`config.mk`:
```
export PLATFORM = sky130hd
export DESIGN_NAME = mem_arbiter
export DESIGN_NICKNAME = d
export VERILOG_FILES = /design/src/rtl/mem_arb_pkg.sv /design/src/rtl/mem_wait_ctr.sv /design/src/rtl/mem_arbiter.sv
export SDC_FILE = /design/constraint.sdc
export NUM_CORES = 1
export LEC_CHECK = 0
export CORE_UTILIZATION = 40
export CTS_CLUSTER_DIAMETER = 50
export DETAILED_ROUTE_END_ITERATION = 10
export PLACE_DENSITY = 0.93
export SLEW_MARGIN = 0
export SYNTH_ARGS = -nofsm -noshare
export SYNTH_HDL_FRONTEND = slang
export SYNTH_SLANG_ARGS = --single-unit
```
`constraint.sdc`:
```
create_clock -name clk -period 3.3 [get_ports clk]
set_input_delay 0.33 -clock clk [delete_from_list [all_inputs] [get_ports clk]]
set_output_delay 0.33 -clock clk [all_outputs]
set_load 0.02 [all_outputs]
```
`src/rtl/mem_arb_pkg.sv`:
```
// Shared types and constants for the two-requester memory arbiter.
package mem_arb_pkg;

    typedef enum logic [1:0] {
        ST_IDLE  = 2'd0,
        ST_ISSUE = 2'd1,
        ST_WAIT  = 2'd2,
        ST_DONE  = 2'd3
    } state_t;

    localparam int DEFAULT_WAIT_CYCLES = 4;
    localparam int CTR_W               = 8;

endpackage

```
`src/rtl/mem_wait_ctr.sv`:
```
// Memory wait-state down-counter; done flags the final wait cycle.
module mem_wait_ctr
    import mem_arb_pkg::*;
(
    input  logic             clk,
    input  logic             reset,
    input  logic             load,
    input  logic [CTR_W-1:0] load_val,
    input  logic             en,
    output logic             done
);

    logic [CTR_W-1:0] count;

    always_ff @(posedge clk or posedge reset) begin
        if (reset) begin
            count <= '0;
        end else if (load) begin
            count <= load_val;
        end else if (en && count != '0) begin
            count <= count - 1'b1;
        end
    end

    // A zero count also reports done so a stray WAIT entry can never hang.
    assign done = (count <= CTR_W'(1));

endmodule

```
`src/rtl/mem_arbiter.sv`:
```
// Round-robin arbiter sharing one wait-stated memory between two cache controllers.
module mem_arbiter
    import mem_arb_pkg::*;
#(
    parameter int WAIT_CYCLES = DEFAULT_WAIT_CYCLES,
    parameter int AW          = 16,
    parameter int DW          = 32
) (
    input  logic          clk,
    input  logic          reset,
    input  logic          Strobe0,
    input  logic          Strobe1,
    input  logic          RW0,
    input  logic          RW1,
    input  logic [AW-1:0] Addr0,
    input  logic [AW-1:0] Addr1,
    input  logic [DW-1:0] WData0,
    input  logic [DW-1:0] WData1,
    output logic          MReady0,
    output logic          MReady1,
    output logic [DW-1:0] RData,
    output logic          MemStrobe,
    output logic          MemRW,
    output logic [AW-1:0] MemAddr,
    output logic [DW-1:0] MemWData,
    input  logic [DW-1:0] MemRData,
    output logic          Busy,
    output logic          Grant
);

    state_t state, state_nxt;
    logic   pending0, pending1;
    logic   prio;
    logic   req0, req1, grant_sel, start;
    logic   accept0, accept1;
    logic   ctr_load, ctr_en, ctr_done;

    assign req0      = Strobe0 | pending0;
    assign req1      = Strobe1 | pending1;
    assign grant_sel = (req0 && req1) ? prio : req1;
    assign start     = (state == ST_IDLE) && (req0 || req1);

    // A requester already queued or currently being served cannot queue again.
    assign accept0 = Strobe0 && !pending0 && !(Busy && !Grant);
    assign accept1 = Strobe1 && !pending1 && !(Busy && Grant);

    always_ff @(posedge clk or posedge reset) begin
        if (reset) begin
            state <= ST_IDLE;
        end else begin
            state <= state_nxt;
        end
    end

    always_comb begin
        state_nxt = state;
        ctr_load  = 1'b0;
        ctr_en    = 1'b0;
        case (state)
            ST_IDLE:  if (req0 || req1) state_nxt = ST_ISSUE;
            ST_ISSUE: begin
                ctr_load  = 1'b1;
                state_nxt = ST_WAIT;
            end
            ST_WAIT: begin
                ctr_en = 1'b1;
                if (ctr_done) state_nxt = ST_DONE;
            end
            ST_DONE:  state_nxt = ST_IDLE;
            default:  state_nxt = ST_IDLE;
        endcase
    end

    always_ff @(posedge clk or posedge reset) begin
        if (reset) begin
            pending0 <= 1'b0;
            pending1 <= 1'b0;
        end else begin
            if (state == ST_DONE && !Grant) pending0 <= 1'b0;
            else if (accept0)               pending0 <= 1'b1;
            if (state == ST_DONE && Grant)  pending1 <= 1'b0;
            else if (accept1)               pending1 <= 1'b1;
        end
    end

    // Grant, the round-robin pointer and the memory command change only at access start.
    always_ff @(posedge clk or posedge reset) begin
        if (reset) begin
            Grant    <= 1'b0;
            prio     <= 1'b0;
            MemRW    <= 1'b0;
            MemAddr  <= '0;
            MemWData <= '0;
        end else if (start) begin
            Grant    <= grant_sel;
            prio     <= ~grant_sel;
            MemRW    <= grant_sel ? RW1    : RW0;
            MemAddr  <= grant_sel ? Addr1  : Addr0;
            MemWData <= grant_sel ? WData1 : WData0;
        end
    end

    always_ff @(posedge clk or posedge reset) begin
        if (reset) begin
            RData <= '0;
        end else if (state == ST_WAIT && ctr_done && !MemRW) begin
            RData <= MemRData;
        end
    end

    mem_wait_ctr u_wait_ctr (
        .clk      (clk),
        .reset    (reset),
        .load     (ctr_load),
        .load_val (CTR_W'(WAIT_CYCLES)),
        .en       (ctr_en),
        .done     (ctr_done)
    );

    assign MemStrobe = (state == ST_ISSUE);
    assign Busy      = (state != ST_IDLE);
    assign MReady0   = (state == ST_DONE) && !Grant;
    assign MReady1   = (state == ST_DONE) && Grant;

endmodule

```
## Yosys cells after proc, flatten, opt, wreduce, memory -nomap -nowiden

Cells that the tools add are included.

- Mux-type cells: 15
- Bitwise logic cells: 3
- $lt $le $gt $ge: 1
- Equality and inequality tests: 5
- Reductions and logical operators: 27
- Add/subtract/negate cells: 1

Operators with widths:

| operator | count |
|---|---|
| $mux 32 | 1 |
| $mux 16 | 1 |
| $mux 8 | 2 |
| $logic_and 1x1->1 | 13 |
| $le 8x1->1 const B | 1 |
| $mux 1 | 8 |
| $pmux 2 s4 | 1 |
| $reduce_bool 2->1 | 4 |
| $reduce_bool 8->1 | 1 |
| $sub 8x1->8 const B | 1 |
| $logic_not 1->1 | 6 |
| $eq 2x2->1 const B | 2 |
| $mux 2 | 2 |
| $eq 2x1->1 const B | 1 |
| $logic_not 2->1 | 1 |
| $ne 2x1->1 const B | 1 |
| $ne 2x2->1 const B | 1 |
| $or 1x1->1 | 2 |
| $reduce_and 2->1 | 1 |
| $logic_or 1x1->1 | 1 |
| $not 1->1 | 1 |

- Register bits: 95
- Word-level logic and storage cells: 62
- Input bits: 134
- Output and inout bits: 86

## Depth between registers and ports, before layout

- Depth in word-level cells: 6
- Gate-level depth with buffers: 8
- Depth with buffers taken out: 5

## Modules after synthesis

From an unflattened synthesis, not the netlist that was laid out.

- Cell total of the unflattened synthesis: 450
- Area total of the unflattened synthesis: 4575.6 um^2

By module, submodules not included:

| module | times used | area each (um^2) | cells each | seq. area each (um^2) |
|---|---|---|---|---|
| mem_arbiter | 1 | 3993.8 | 384 | 2177.1 |
| mem_wait_ctr | 1 | 581.8 | 66 | 200.2 |

## Least setup slack after synthesis

OpenSTA, ideal clock, no wires.

- Path kind: register to register
- Start point: register u_wait_ctr.count[4]
- End point: register RData[20]
- Cell stages (with the launch flop): 5
- Arrival: 1.920 ns
- Slack: 1.255 ns
- Buffers on the path: 1
- Library setup time: 0.125 ns
- Required time: 3.175 ns
- Clock period less this slack: 2.045 ns
- Cell sequence: dfrtp_1 or4_4 nor4_4 buf_6 mux2_2

- Cells in the longest elaborated chain, start to end: 3

RTL lines:

| element | line | text |
|---|---|---|
| start: declaration | mem_wait_ctr.sv:13 | `logic [CTR_W-1:0] count;` |
| start signal: assignment | mem_wait_ctr.sv:19 | `count <= load_val;` |
| start signal: assignment | mem_wait_ctr.sv:21 | `count <= count - 1'b1;` |
| $le 8x1->1 | mem_wait_ctr.sv:26 | `assign done = (count <= CTR_W'(1));` |
| $logic_and 1x1->1 (2 in a row) | mem_arbiter.sv:106 | `end else if (state == ST_WAIT && ctr_done && !MemRW) begin` |
| end signal: assignment | mem_arbiter.sv:107 | `RData <= MemRData;` |
| end: declaration | mem_arbiter.sv:21 | `output logic [DW-1:0] RData,` |

Every way passes these cells.
A chain may end at the register's enable or synchronous reset.

## Worst setup path after layout

- Start point: register state[1]
- End point: output MemStrobe

- Cells in the longest elaborated chain, start to end: 1

RTL lines:

| element | line | text |
|---|---|---|
| start: declaration | mem_arbiter.sv:31 | `state_t state, state_nxt;` |
| start signal: assignment | mem_arbiter.sv:51 | `state <= state_nxt;` |
| $eq 2x1->1 | mem_arbiter.sv:120 | `assign MemStrobe = (state == ST_ISSUE);` |
| end: declaration | mem_arbiter.sv:22 | `output logic MemStrobe,` |

Every way passes these cells.

==> results.md <==
- Final hold vios: 0
- Most common cell after layout, fill and taps aside: clkdlybuf4s50_1
- Setup CP Type: flop to primary output
- Fin crit share: 0.713
- Max-slew violations: 0
- Core Footprint: approximately 10000 um^2
- HPWL Detailed: 8630 um
- Final Skew: between 9 and 10 ps
- Proportion of layout cells with a drive suffix above 1: 0.123
- Vias in the first global route: 3722
- P&R area growth vs syn: 60.7%
- 1st-pass router iterations: 4
- Cell variety after synth: 35
- R2r setup slk: 950 ps
- Layout fillers: 723
- Clk Tree Root Cell: clkbuf_8
- Clock Sinks: 95
- Num ports: 220
- Post-CTS sizing: 0
- TritonCTS clock tree: built
- Register area: around 2400 um^2
- Minimum clock period: 2350 ps
- Sequential share of the synthesized area: 0.571
- Die W: 104 um
- Initial antenna violation count: 0
- Post-CTS Setup Inserts: 0
- Port Buffers: 219
- Status: completed
- Pwr dens: about 980 nW/um^2
- Max Cap Viol: 0
- H-tree levels: 3
- Async S/R FF share, synth: 1.00
- Final std cells w/o fill: 676
- Num CTS Buffers: 9
- Synth Register Bits: 95
- Setup TNS: 0 ps
- P_int: 4000 uW
- Worst slew margin: 0.248
- Slew @ Worst Pin: 1130 ps
- Via density: 5.27
- Cells after synthesis: 323
- Vias: roughly 3600
- Comb power frac: 0.561
- DRT Wirelength: approximately 12000 um
- Worst-Skew Late Latency: roughly 360 ps
- Sequential share of power: 0.319
- Worst hold path type: flop to flop
- DRC viols: 0
- Antenna Nets Post-Route: 0
- Diodes inserted: 0
- Synthesis Warnings: 0
- Most frequent cells in the layout: clkdlybuf4s50_1, dfrtp_1, and2_1, a221o_1, mux2_2
- Mapped Area: approximately 4200 um^2
- Total track usage: 0.223
- Crit. End Element: primary output
- Mapped Nets: 463
- Predominant post-synthesis flop cell: dfrtp_1
- Mean Syn Cell Area: between 10 and 15 um^2
- Full die area: about 11000 um^2
- Hold_buf cts: 0
- Footprint of the multi-input gates: 1670 um^2
- Die Ht: 104 um
- Net Sw Power: 2530 uW
- Worst ir drop on vdd: 0.000478 V
- # rows: 36
- Worst path required time: 2970 ps
- Nets@finish: ~680
- Clk buf depth: 2
- RSZ-0062 raised after global routing: no
- # setup viols final: 0
- Largest net degree at the start of global routing: between 90 and 100
- 1st-iter DRT viols: 122
- Leakage power: 0.00280 uW
- Initial core utilization: 0.418
- Util after Layout: 0.672
- CTS clock-pin slew for the worst setup and hold paths: roughly 90 ps
- Worst hold margin: 495 ps
- CP arrival: about 2000 ps
- Sw Share: 0.387
- GP Congestion: around 0.8
- Fmax: 0.425 GHz
- Worst Path Max Fanout: 13
- Crit path launch type: flop
- Dpl cells: 660
- EDFF count, synth: 0
- Wire per inst: around 17 um
- Overflow after GRT: 0
- Clock share of power: 0.120
- First-pass GRT wire length: 18900 um
==> stage by stage <==
stage | power, uW | area [um^2] | worst slack (ps)
CTS | 6580 | 6690 | 917
global placement | 5610 | 6490 | 881
detailed placement | 5770 | 6490 | 789
global route | 6920 | 6690 | 797
finish | 6530 | 6690 | 947
floorplan | 4150 | 4170 | 493
==> worst max-delay path, cell delays in order (launching register included) <==
cell             delay [ps]
dfrtp_1                 440
inv_1                   100
ha_1                    430
clkdlybuf4s50_1         690
==> cells in the mapped netlist (3+ instances only) <==
library cell	number	area, um^2
buf_6	3	33.8
nor2_1	10	37.5
inv_1	8	30.0
dfrtp_1	95	2380
clkbuf_1	16	60.1
mux2_2	34	383
a21oi_1	8	40.0
nor4_1	3	18.8
nand2b_1	3	18.8
o31ai_1	3	22.5
nor2b_1	3	18.8
and2_1	50	313
ha_1	6	75.1
a221o_1	49	490
or2_2	4	25.0
==> sequential cells by signal, summed over array words and instances, names as in the netlist <==
| name | cells |
|---|---|
| pending1 | 1 |
| u_wait_ctr.count | 8 |
| MemWData | 32 |
| RData | 32 |
| prio | 1 |
| MemRW | 1 |
| Grant | 1 |
| pending0 | 1 |
| MemAddr | 16 |
| state | 2 |
==> kinds of logic after synthesis <==
kind of cell | share of synthesized area
mux | 0.0973
buf+inv | 0.0321
compound gates | 0.159
fa+ha+maj | 0.0180
simple gates | 0.123
flops | 0.571
==> area by class of cell <==
class / count / area share
Inverter: 8 / 0.00486
Tap cell: 133 / 0.0249
Multi-Input combinational cell: 199 / 0.250
Sequential cell: 95 / 0.355
Clock inverter: 6 / 0.0101
Timing Repair Buffer: 225 / 0.334
Clock buffer: 10 / 0.0206
==> per-layer routing <==
layer  part of all wire  up-vias  GRT usage
li1                   -     1629          -
met1               0.39     1722      0.259
met2               0.50      188      0.388
met3              0.084       21     0.0702
met4              0.022        0     0.0765
met5                  0        -          0
==> power by group through the flow <==
stage | Sequential [uW] | Clock [uW] | Combinational, uW
4_1_cts | 2080 | 805 | 3690
5_1_grt | 2160 | 857 | 3910
3_3_place_gp | 2060 | 0 | 3550
6_report | 2080 | 786 | 3660
3_5_place_dp | 2090 | 0 | 3690
2_1_floorplan | 2620 | 0 | 1530
==> final timing paths <==
path                            cells after the start      start           end
max in group asynchronous                           2      reset  MemWData[20]
worst min register to register                      1  RData[25]     RData[25]
worst max-delay path                                3   state[1]     MemStrobe
worst max register to register                      5   state[0]    MemAddr[2]
min in group asynchronous                           2      reset      RData[1]
worst min-delay path                                1  RData[25]     RData[25]
(Power assumes the default switching activity.)
